[src/rtl/psr_flag_unit.sv]
// rtl/psr_flag_unit.sv - N/Z/C/V status register with EX->ID flag forwarding or interlock
// Derives flags from the EX-stage ALU result and commits them into the status register.

module psr_flag_unit #(
  parameter int unsigned WIDTH  = 32,
  parameter bit          FWD_EN = 1'b1
) (
  input  logic             clk,
  input  logic             reset,
  input  logic [WIDTH-1:0] alu_result,
  input  logic             alu_carry,
  input  logic             alu_ovf,
  input  logic             S_in,
  input  logic             upd_cv,
  input  logic             psr_we,
  input  logic [3:0]       psr_wdata,
  input  logic             stall,
  input  logic             flush,
  input  logic             ID_uses_cond,
  output logic             N,
  output logic             Z,
  output logic             C,
  output logic             V,
  output logic             N_fwd,
  output logic             Z_fwd,
  output logic             C_fwd,
  output logic             V_fwd,
  output logic             flag_stall,
  output logic             flag_busy
);

  logic [3:0] flags_q, flags_d;
  logic [3:0] alu_flags;
  logic [3:0] ex_flags;
  logic [3:0] fwd_flags;
  logic       upd;

  // Logical ops (upd_cv=0) carry the committed C/V through unchanged.
  always_comb begin
    alu_flags[3] = alu_result[WIDTH-1];
    alu_flags[2] = (alu_result == '0);
    alu_flags[1] = upd_cv ? alu_carry : flags_q[1];
    alu_flags[0] = upd_cv ? alu_ovf   : flags_q[0];
  end

  assign ex_flags = psr_we ? psr_wdata : alu_flags;

  // Gating with reset keeps busy/stall/forwarding quiet while the register is cleared.
  assign upd       = (S_in | psr_we) & ~flush & ~reset;
  assign flag_busy = upd;

  always_comb begin
    flags_d = flags_q;
    if (upd && !stall) begin
      flags_d = ex_flags;
    end
  end

  always_ff @(posedge clk or posedge reset) begin
    if (reset) begin
      flags_q <= 4'b0000;
    end else begin
      flags_q <= flags_d;
    end
  end

  always_comb begin
    fwd_flags  = flags_q;
    flag_stall = 1'b0;
    if (FWD_EN) begin
      if (upd) begin
        fwd_flags = ex_flags;
      end
    end else begin
      // A held setter is re-presented next cycle, so the interlock waits for it to move.
      flag_stall = upd & ID_uses_cond & ~stall;
    end
  end

  assign {N, Z, C, V}                 = flags_q;
  assign {N_fwd, Z_fwd, C_fwd, V_fwd} = fwd_flags;

endmodule

[config.mk]
export PLATFORM = sky130hd
export DESIGN_NAME = psr_flag_unit
export DESIGN_NICKNAME = d
export VERILOG_FILES = /design/src/rtl/psr_flag_unit.sv
export SDC_FILE = /design/constraint.sdc
export NUM_CORES = 1
export LEC_CHECK = 0
export BUFFER_PORTS_ARGS = -buffer_cell sky130_fd_sc_hd__buf_2
export CAP_MARGIN = 0
export CORE_AREA = 4 4 43 49
export CTS_CLUSTER_DIAMETER = 60
export DETAILED_ROUTE_END_ITERATION = 8
export DIE_AREA = 0 0 47 53
export PLACE_DENSITY_LB_ADDON = 0.05
export SETUP_SLACK_MARGIN = 0.3
export SLEW_MARGIN = 20
export SYNTH_ARGS = -nofsm -noshare
export SYNTH_HDL_FRONTEND = slang
export SYNTH_SLANG_ARGS = --single-unit
[constraint.sdc]
create_clock -name clk -period 1.1 [get_ports clk]
set_input_delay 0.11 -clock clk [delete_from_list [all_inputs] [get_ports clk]]
set_output_delay 0.11 -clock clk [all_outputs]
set_load 0.02 [all_outputs]
==> results.yml <==
timing:
  setup_viol_count_final: 4
  setup_ws_ns: -0.188
  finalCritPeriodShare_pct: 117
  fmax_mhz: 776
  slew_viol_final: 0
  hold_slack_ns: 0.216
  fin_setup_tns_ns: -0.409
  skew_ns: 0
  hold_viol: 0
  rsz0062_at_grt: "yes"
  min_period_ns: 1.29
setup_path:
  critPathCaptureType: "output port"
  crit_arrival_ns: 1.18
  start_kind: "primary input"
  crit_required_ns: 0.99
  worstSetupPathType: "primary input to output port"
  crit_fanout: 2
synthesis:
  syn-num-nets: 92
  syn_avg_cell_area_sq_um: 8.70
  postSynthCellCount: 46
  synth_top_family_by_area: "simple AND/OR/NAND/NOR gates"
  yosys.area.top_type_share_pct: 25.0
  synth_fa_ha_area_share_pct: 0
  synth_xor_area_share_pct: 0
  synth_largest_area_cell: "dfrtp_1"
  syn_area_sq_um: 400
  synth_cell_type_count: 22
  synth_mux_area_share_pct: 13.4
  ys_top_cells_by_area: "dfrtp_1 25%, nor4_1 9.4%, mux2_2 8.4%, a22o_1 6.6%, nor4_4 5.3%"
  ys_ff_latch: 4
  yosysSeqAreaShare_pct: 25.0
  synth_compound_area_share_pct: 20.9
  ys_warn_count: 0
  synth-simple-area-share_pct: 33.1
grt:
  grt_max_degree: 10
  grt.total_usage_pct: 14.2
  grt_overflow: 0
  grt_first_pass_wirelength_um: 2570
  grt_pass1_vias: 636
  antenna_found_initial: 0
flow_run:
  drv_cap: 0
cells_and_area:
  finalNetCount: 165
  final-instance-count-excl-fill: 135
  largest_register_ffs: 4
  layout-area-overhead-vs-synth_pct: 187
  regMostFlops: "flags_q"
  nFillCells: 145
  antenna_cells: 0
  drive_above_1_share_pct: 82.1
  biggestRegsByFlops: "flags_q: 4 flops"
placed_design:
  routabilityCongestion: 0.677
  hpwl_um: 1170
  placed_cells: 120
  io_buffer_count: 53
run_status:
  violations: "setup timing"
  status: "finished, violations left"
die:
  die_height_um: 53
  core_sq_um: 1680
  num_io_pins: 56
  start_util_pct: 23.8
  rows: 16
  die_area_sq_um: 2490
  die_w_um: 47
cts:
  clock-sinks: 4
  clock_latency_ns: 0.23
  clk_path_buf_depth: 2
  cts_tree: "done"
  clk_pin_slew_ns: 0.04
  clockRootBuffer: "clkbuf_4"
  numCtsBuffers: 3
  htreeDepth: 1
power:
  ir_drop_v: 0.000465
  p_total_uw: 981
  p_leak_nw: 0.525
  power.density_nw_per_um2: 855
routing:
  routedWlPerCell_um: 13.2
  routed_via_density: 4.90
  dr.pass1.iters: 1
  vias: 662
  post-route-drc-count: 0
  drt_iter0_markers: 0
  wl_um: 1780
  ant_nets: 0
min_path:
  hp-class: "primary input to register"
[worst paths after layout]
check | start | end | slack (ns) | cells past startpoint
setup / recovery | alu_result[22] | Z_fwd | -0.19 | 6
hold / removal | alu_ovf | flags_q[0] | 0.22 | 3
setup reg to reg | flags_q[0] | flags_q[0] | 0.19 | 4
hold reg to reg | flags_q[2] | flags_q[2] | 0.57 | 1
max in group asynchronous | reset | flags_q[1] | 0.51 | 4
min in group asynchronous | reset | flags_q[2] | 0.44 | 4
[timing repair]
item	4_1_cts	5_1_grt
hold buffers	1	0
gates resized for setup	41	25
buffers inserted	5	6
endpoints found under the hold margin	4	0
pin swaps	10	10
setup endpoints to repair	13	13
[critical path: stages]
cell,delay [ns]
buf_2,0.12
nor4_4,0.24
nand4_1,0.14
o31ai_2,0.27
mux2_4,0.20
buf_6,0.11
[power by group]
part           leakage (nW)  switching, mW  internal (mW)
Combinational         0.465          0.247          0.351
Clock                0.0138         0.0560          0.122
Sequential           0.0466         0.0303          0.175
Total                 0.525          0.334          0.647
[final cells by class]
| class | count | area (sq um) | share of cell area (%) |
|---|---|---|---|
| clock buffers | 3 | 22.5 | 1.96 |
| inverters | 2 | 7.51 | 0.654 |
| well taps | 18 | 22.5 | 1.96 |
| multi-input cells | 38 | 409 | 35.7 |
| repair buffers | 70 | 586 | 51.0 |
| flip-flops and latches | 4 | 100 | 8.72 |
[cells by family (layout without fill, tap and decap cells)]
| group | count (synthesis) | in the layout |
|---|---|---|
| DFF | 4 | 4 |
| buffers and inverters | 4 | 75 |
| muxes | 5 | 5 |
| and+or+nand+nor | 20 | 20 |
| AOI/OAI and AO/OA | 12 | 12 |
| other | 1 | 1 |
[cells in the mapped netlist]
cell	n
buf_4	1
conb_1	1
mux2_2	3
nor4_1	6
buf_6	1
nand2_1	2
mux2i_1	2
nand4_1	2
or3_1	1
a22o_1	3
inv_1	2
o31ai_2	1
dfrtp_1	4
o21ai_0	3
o21bai_1	1
nor3_2	1
a21oi_1	2
nor2b_1	1
nor4_4	1
nor2_1	5
nor4_2	1
a31oi_1	2
[per-stage QoR]
stage               worst slack, ns  cell area (sq um)  utilization [%]
floorplan                    0.0405                424                -
global placement             -0.270                731             43.5
detailed placement           -0.275                731             43.5
CTS                          -0.216                977             58.1
global route                 -0.308               1150             68.2
finish                       -0.188               1150             68.2
[placed cells by master, fill, tap and decap left out]
cell type / instances
nor2b_1: 1
o21ai_1: 1
inv_2: 1
nor4_4: 4
a31oi_2: 2
a21oi_2: 2
buf_4: 5
buf_6: 26
nor3_4: 1
nor2_4: 3
dlygate4sd3_1: 1
o31ai_2: 1
mux2_4: 3
nand4_1: 2
mux2i_1: 2
nor4_2: 4
inv_1: 1
nand2_1: 2
conb_1: 1
a22o_1: 3
o21ai_2: 2
nor2_1: 2
or3_1: 1
o21bai_2: 1
dfrtp_1: 4
buf_12: 1
buf_8: 4
buf_2: 33
clkbuf_4: 3
[layer usage]
layer / global-route usage, % / vias to the layer above / part of all wire, %
met5: 0 / - / 0
met4: 5.53 / 0 / 0
met3: 4.42 / 0 / 12
met2: 22.4 / 40 / 54
met1: 17.5 / 299 / 34
li1: - / 323 / -
No activity file was read; power rests on OpenSTA's default activity.
